File: src/rtl/alu_operand_stage_pkg.sv
// Shared widths, ALU control codes and operand-select encodings for the
// ID/EX operand stage.
package alu_operand_stage_pkg;

    localparam int REG_W      = 32;
    localparam int ALUC_BUS_W = 4;
    localparam int REG_ADDR_W = 5;

    localparam logic [REG_W-1:0] ZERO_WORD = 32'h0000_0000;

    typedef enum logic [ALUC_BUS_W-1:0] {
        ALU_AND = 4'd0,
        ALU_OR  = 4'd1,
        ALU_XOR = 4'd2,
        ALU_NOR = 4'd3,
        ALU_ADD = 4'd4,
        ALU_SUB = 4'd5,
        ALU_SLT = 4'd6,
        ALU_SLL = 4'd7,
        ALU_SRL = 4'd8,
        ALU_SRA = 4'd9,
        ALU_LUI = 4'd10
    } alu_op_e;

    localparam logic       A_SEL_RS    = 1'b0;
    localparam logic       A_SEL_SHAMT = 1'b1;

    localparam logic [1:0] B_SEL_RT    = 2'd0;
    localparam logic [1:0] B_SEL_SIMM  = 2'd1;
    localparam logic [1:0] B_SEL_ZIMM  = 2'd2;
    localparam logic [1:0] B_SEL_RSVD  = 2'd3;

endpackage

File: src/rtl/alu_operand_stage_operand_forward_mux.sv
// Forwarding select for one source register: f1 beats f2 beats register file,
// and register 0 is never forwarded.
module operand_forward_mux #(
    parameter int DATA_W = 32,
    parameter int RA_W   = 5
) (
    input  logic [RA_W-1:0]   addr,
    input  logic [DATA_W-1:0] rf_data,
    input  logic              f1_wr_en,
    input  logic [RA_W-1:0]   f1_wr_addr,
    input  logic [DATA_W-1:0] f1_data,
    input  logic              f2_wr_en,
    input  logic [RA_W-1:0]   f2_wr_addr,
    input  logic [DATA_W-1:0] f2_data,
    output logic [DATA_W-1:0] data,
    output logic              f1_hit
);

    logic nonzero;
    logic f2_hit;

    assign nonzero = (addr != {RA_W{1'b0}});
    assign f1_hit  = nonzero && f1_wr_en && (f1_wr_addr == addr);
    assign f2_hit  = nonzero && f2_wr_en && (f2_wr_addr == addr);

    // Priority select of the forwarded value
    always_comb begin
        data = rf_data;
        if (f1_hit) begin
            data = f1_data;
        end else if (f2_hit) begin
            data = f2_data;
        end else begin
            data = rf_data;
        end
    end

endmodule

File: src/rtl/alu_operand_stage.sv
// ID/EX register feeding the ALU: operand select, two-level forwarding,
// load-use bubble insertion, valid/ready handshake and flush.
module alu_operand_stage
    import alu_operand_stage_pkg::*;
#(
    parameter int DATA_W = REG_W,
    parameter int ALUC_W = ALUC_BUS_W,
    parameter int RA_W   = REG_ADDR_W
) (
    input  logic              clk,
    input  logic              rst,
    input  logic              flush,
    input  logic              in_valid,
    output logic              in_ready,
    input  logic [ALUC_W-1:0] in_aluc,
    input  logic [RA_W-1:0]   in_rs_addr,
    input  logic [RA_W-1:0]   in_rt_addr,
    input  logic [DATA_W-1:0] in_rs_data,
    input  logic [DATA_W-1:0] in_rt_data,
    input  logic [15:0]       in_imm16,
    input  logic [4:0]        in_shamt,
    input  logic              in_a_sel,
    input  logic [1:0]        in_b_sel,
    input  logic              in_wr_en,
    input  logic [RA_W-1:0]   in_wr_addr,
    input  logic              in_is_load,
    input  logic              f1_wr_en,
    input  logic [RA_W-1:0]   f1_wr_addr,
    input  logic [DATA_W-1:0] f1_data,
    input  logic              f1_pending,
    input  logic              f2_wr_en,
    input  logic [RA_W-1:0]   f2_wr_addr,
    input  logic [DATA_W-1:0] f2_data,
    output logic              out_valid,
    input  logic              out_ready,
    output logic [ALUC_W-1:0] out_aluc,
    output logic [DATA_W-1:0] out_a,
    output logic [DATA_W-1:0] out_b,
    output logic              out_wr_en,
    output logic [RA_W-1:0]   out_wr_addr,
    output logic              out_is_load,
    output logic              hazard_stall
);

    logic [DATA_W-1:0] a_fwd;
    logic [DATA_W-1:0] b_fwd;
    logic              a_f1_hit;
    logic              b_f1_hit;
    logic              rs_used;
    logic              rt_used;
    logic              capture;
    logic [DATA_W-1:0] a_op;
    logic [DATA_W-1:0] b_op;

    operand_forward_mux #(.DATA_W(DATA_W), .RA_W(RA_W)) u_fwd_a (
        .addr       (in_rs_addr),
        .rf_data    (in_rs_data),
        .f1_wr_en   (f1_wr_en),
        .f1_wr_addr (f1_wr_addr),
        .f1_data    (f1_data),
        .f2_wr_en   (f2_wr_en),
        .f2_wr_addr (f2_wr_addr),
        .f2_data    (f2_data),
        .data       (a_fwd),
        .f1_hit     (a_f1_hit)
    );

    operand_forward_mux #(.DATA_W(DATA_W), .RA_W(RA_W)) u_fwd_b (
        .addr       (in_rt_addr),
        .rf_data    (in_rt_data),
        .f1_wr_en   (f1_wr_en),
        .f1_wr_addr (f1_wr_addr),
        .f1_data    (f1_data),
        .f2_wr_en   (f2_wr_en),
        .f2_wr_addr (f2_wr_addr),
        .f2_data    (f2_data),
        .data       (b_fwd),
        .f1_hit     (b_f1_hit)
    );

    // The reserved b_sel code behaves like rt so it still participates in hazards
    assign rs_used      = (in_a_sel == A_SEL_RS);
    assign rt_used      = (in_b_sel == B_SEL_RT) || (in_b_sel == B_SEL_RSVD);
    assign hazard_stall = in_valid && f1_pending &&
                          ((rs_used && a_f1_hit) || (rt_used && b_f1_hit));
    assign in_ready     = !hazard_stall && (!out_valid || out_ready);
    assign capture      = in_valid && in_ready;

    // Operand selection for the ALU a and b inputs
    always_comb begin
        a_op = a_fwd;
        b_op = b_fwd;
        if (in_a_sel == A_SEL_SHAMT) begin
            a_op = {{(DATA_W-5){1'b0}}, in_shamt};
        end else begin
            a_op = a_fwd;
        end
        case (in_b_sel)
            B_SEL_SIMM: b_op = {{(DATA_W-16){in_imm16[15]}}, in_imm16};
            B_SEL_ZIMM: b_op = {{(DATA_W-16){1'b0}}, in_imm16};
            default:    b_op = b_fwd;
        endcase
    end

    // Pipeline register; out_wr_en is forced low whenever the slot empties
    always_ff @(posedge clk or posedge rst) begin
        if (rst) begin
            out_valid   <= 1'b0;
            out_aluc    <= {ALUC_W{1'b0}};
            out_a       <= {DATA_W{1'b0}};
            out_b       <= {DATA_W{1'b0}};
            out_wr_en   <= 1'b0;
            out_wr_addr <= {RA_W{1'b0}};
            out_is_load <= 1'b0;
        end else if (flush) begin
            out_valid   <= 1'b0;
            out_wr_en   <= 1'b0;
            out_is_load <= 1'b0;
        end else if (capture) begin
            out_valid   <= 1'b1;
            out_aluc    <= in_aluc;
            out_a       <= a_op;
            out_b       <= b_op;
            out_wr_en   <= in_wr_en;
            out_wr_addr <= in_wr_addr;
            out_is_load <= in_is_load;
        end else if (out_valid && out_ready) begin
            out_valid   <= 1'b0;
            out_wr_en   <= 1'b0;
        end else begin
            out_valid   <= out_valid;
            out_wr_en   <= out_wr_en;
        end
    end

endmodule

File: config.mk
export PLATFORM = sky130hd
export DESIGN_NAME = alu_operand_stage
export DESIGN_NICKNAME = d
export VERILOG_FILES = /design/src/rtl/alu_operand_stage_pkg.sv /design/src/rtl/alu_operand_stage_operand_forward_mux.sv /design/src/rtl/alu_operand_stage.sv
export SDC_FILE = /design/constraint.sdc
export NUM_CORES = 1
export LEC_CHECK = 0
export BUFFER_PORTS_ARGS = -buffer_cell sky130_fd_sc_hd__clkbuf_2
export CELL_PAD_IN_SITES_DETAIL_PLACEMENT = 2
export CELL_PAD_IN_SITES_GLOBAL_PLACEMENT = 2
export CORE_ASPECT_RATIO = 0.9
export CORE_MARGIN = 10
export CORE_UTILIZATION = 27
export CTS_BUF_LIST = sky130_fd_sc_hd__clkbuf_4 sky130_fd_sc_hd__clkbuf_8
export CTS_CLUSTER_SIZE = 12
export DETAILED_ROUTE_END_ITERATION = 10
export PLACE_DENSITY = 0.86
export SLEW_MARGIN = 10
export SYNTH_ARGS = -nofsm -noshare
export SYNTH_HDL_FRONTEND = slang
export SYNTH_SLANG_ARGS = --single-unit
File: constraint.sdc
create_clock -name clk -period 3.2 [get_ports clk]
set_input_delay 0.64 -clock clk [delete_from_list [all_inputs] [get_ports clk]]
set_output_delay 0.64 -clock clk [all_outputs]
set_load 0.01 [all_outputs]
==> key figures <==
Yosys
  – Most frequent cells after synthesis: a31oi_1, clkbuf_1, dfrtp_1
  – Most common cell in the netlist: a31oi_1
  – Syn Area/Cell: 8.243 um^2
  – Share of the synthesized area in the top cell type: 30.44%
  – Yosys cell types: 45
  – Yosys warnings: 0
  – Leading area contributor after synthesis: dfrtp_1
  – Synth Cell Area: 0.006248 mm^2
  – Synth Flop Type: dfrtp_1
  – Number of synthesized flops with an enable pin: 0
  – Syn Inst Count: 758
  – Sequential area share after synthesis: 30.44%
  – #FFs+latches synth: 76
  – Synth top area cells: dfrtp_1, a31oi_1, clkbuf_1, nor3_1, a311oi_1
  – Syn Nets: 951
  – Asr flop ratio synth: 100.0%

Final layout
  – Final cell count without fillers: 1286
  – Reg area: 0.001902 mm^2
  – Final nets: 1175
  – Area of the multi-input gates: 0.003837 mm^2
  – Fillers: 2625
  – Layout cells sized above 1: 38.03%
  – Area added between synthesis and finish: 32.08%
  – Final Cell Area: 0.008253 mm^2

Timing
  – Fmax: 321.9 MHz
  – Setup violators final: 0
  – Final Max Tran Viols: 0
  – Period utilization: 97.09%
  – Post-layout min period: 3.107 ns
  – Tightest Pin Transition: 0.9356 ns
  – Slew HR: 36.84%
  – Hold Fails Final Rpt: 0
  – Clock Skew: 0.01184 ns

Pwr
  – Clock network power share: 28.5%
  – Sequential share of power: 35.8%
  – Power Dens Cells: 414.8 mW/mm^2
  – Sw Share: 37.42%
  – Combinational share of power: 35.8%
  – Leak: 3.440 nW
  – Internal Pwr Total: 2.143 mW
  – Max VDD drop: 0.1573 mV
  – Sw Pwr: 1.281 mW

Floorplan
  – Die Y: 164.3 um
  – Die ar.: 0.02964 mm^2
  – Die width: 180.4 um
  – IO Pins: 269
  – Row count: 52
  – Core footprint: 0.02264 mm^2
  – Starting density of the core: 27.60%

Setup path
  – Worst setup SP type: input port
  – WP data arrival: 2.47 ns
  – Worst path most repeated cell: clkbuf_2
  – Crit Path Category: in -> out
  – Worst stage delay on the critical path: 0.66 ns
  – CP endpoint kind: primary output
  – Cell Chain, Critical Path: clkbuf_2 > or4_1 > o211ai_4 > buf_4 > or2_2 > a2bb2oi_1 > nor2_1 > clkbuf_2
  – CP Max Fanout: 6
  – Worst endpoint required time: 2.56 ns
  – Slowest cell on crit path: or4_1

Global route
  – Largest net degree at the start of global routing: 45
  – Total GRT Usage: 23.34%
  – Vias in the first global route: 8381
  – Initial antenna violation count: 4
  – First-pass GRT wire length: 53.74 mm
  – Overflow after GRT: 0

Drt
  – Via-per-instance ratio: 5.957
  – 1st-pass router iterations: 5
  – ANT nets after route: 0
  – Drt initial violations: 649
  – Total wire length: 35.88 mm
  – DRC: 0
  – Wire length per cell: 27.90 um
  – Routed vias: 7661

Clock tree
  – Num CTS Buffers: 9
  – CTS tree: built
  – Skew-Pair Late Insertion Delay: 0.40 ns
  – Sink Count: 76
  – Clock Pin Slew Worst Setup and Hold Paths: 0.08 ns
  – Clock root cell: clkbuf_8
  – CTS Hold Bufs: 0
  – CTS Buffer Depth: 2
  – H-tree depth: 3

Place
  – DP Area: 0.007979 mm^2
  – RD Place Congestion: 0.8804
  – Cells after DPL: 1266
  – # port buffers: 268
  – HPWL after DPL: 27.94 mm

Outcome
  – Status: complete, no violations

Job
  – Max-cap violations: 0

Min path
  – Hold WC Path Type: in -> async
## layer usage
layer  global-route usage, %  wire length (um)  vias to the layer above
li1                        -                 -                     3400
met1                   29.87             15670                     3852
met2                   37.59             16660                      354
met3                   6.071              2701                       53
met4                   7.709               835                        2
met5                       0                14                        -
## worst max-delay path, delay by kind of cell
kind                   cells  cell delay [ns]
AOI/OAI and AO/OA          2             0.51
buffers and inverters      3             0.44
and+or+nand+nor            3             0.87
## registers in the layout, indices dropped and copies added (netlist names)
name	cells
out_a	32
out_aluc	4
out_b	32
out_wr_en	1
out_wr_addr	5
out_valid	1
out_is_load	1
## placed cells by master, fill, tap and decap left out, types with 14 or more instances in the layout
master / count
inv_1: 34
or3_1: 33
nor4b_1: 17
nand4_1: 18
xnor2_1: 14
clkbuf_2: 268
buf_4: 43
mux2_2: 16
nor4_1: 21
a311oi_1: 32
a31oi_1: 96
dfrtp_1: 76
o31ai_1: 32
nand2_1: 47
nand3_1: 34
nor3_1: 58
and2_1: 19
o311ai_0: 32
## repair_timing
item	in CTS	in global routing
hold endpoints to repair	0	0
pin swaps	0	1
setup endpoints to repair	1	2
resized for setup	1	1
buffers inserted	0	2
## area by class of cell
cell class / count / share of cell area, %
clock buffers: 11 / 1.683
clock inverters: 4 / 1.198
flip-flops and latches: 76 / 23.04
well taps: 297 / 4.503
repair buffers: 316 / 21.38
diodes: 3 / 0.09096
inverters: 35 / 1.607
multi-input cells: 544 / 46.50
## worst paths after layout
check | cells after the start | endpoint | startpoint | slack (ns)
worst max-delay path | 8 | hazard_stall | in_rs_addr[0] | 0.09
worst min-delay path | 2 | out_b[25] | rst | 0.31
worst max register to register | 5 | out_a[25] | out_valid | 1.35
worst min register to register | 1 | out_a[11] | out_a[11] | 0.49
max in group asynchronous | 3 | out_a[23] | rst | 2.18
min in group clk | 2 | out_aluc[2] | in_aluc[2] | 0.48
## cell families (layout without fill, tap and decap cells)
logic type               Yosys count  after routing  share of synthesized area [%]
multiplexers                      38             38                          7.409
flip-flops                        76             76                          30.44
XOR/XNOR                          20             20                          2.803
adder cells (fa/ha/maj)            2              2                         0.4004
buffers and inverters            138            366                          9.291
AND/OR/NAND/NOR                  282            282                          25.69
AO/OA/AOI/OAI                    202            202                          23.97
other                              0              3                              0
## power groups by stage
| stage | sequential [mW] | clock [mW] | combinational [mW] |
|---|---|---|---|
| 4_1_cts | 1.23 | 0.991 | 1.23 |
| 6_report | 1.22 | 0.974 | 1.23 |
| 3_3_place_gp | 1.23 | 0 | 1.18 |
| 2_1_floorplan | 1.30 | 0 | 0.534 |
| 3_5_place_dp | 1.24 | 0 | 1.22 |
| 5_1_grt | 1.25 | 1.02 | 1.32 |
## through the flow
step           setup TNS [ns]  total power, mW  hold slack [ns]  setup slack [ns]  util (%)
2_1_floorplan               0            1.836           0.5288            0.4416         -
3_3_place_gp                0            2.408           0.4707            0.1116     35.24
3_5_place_dp         -0.02756            2.463           0.4788          -0.02756     35.24
4_1_cts                     0            3.443           0.3179           0.02158     36.33
5_1_grt              -0.01299            3.594           0.3412          -0.01299     36.45
6_report                    0            3.424           0.3125           0.09312     36.45
No activity file was read; power rests on OpenSTA's default activity.
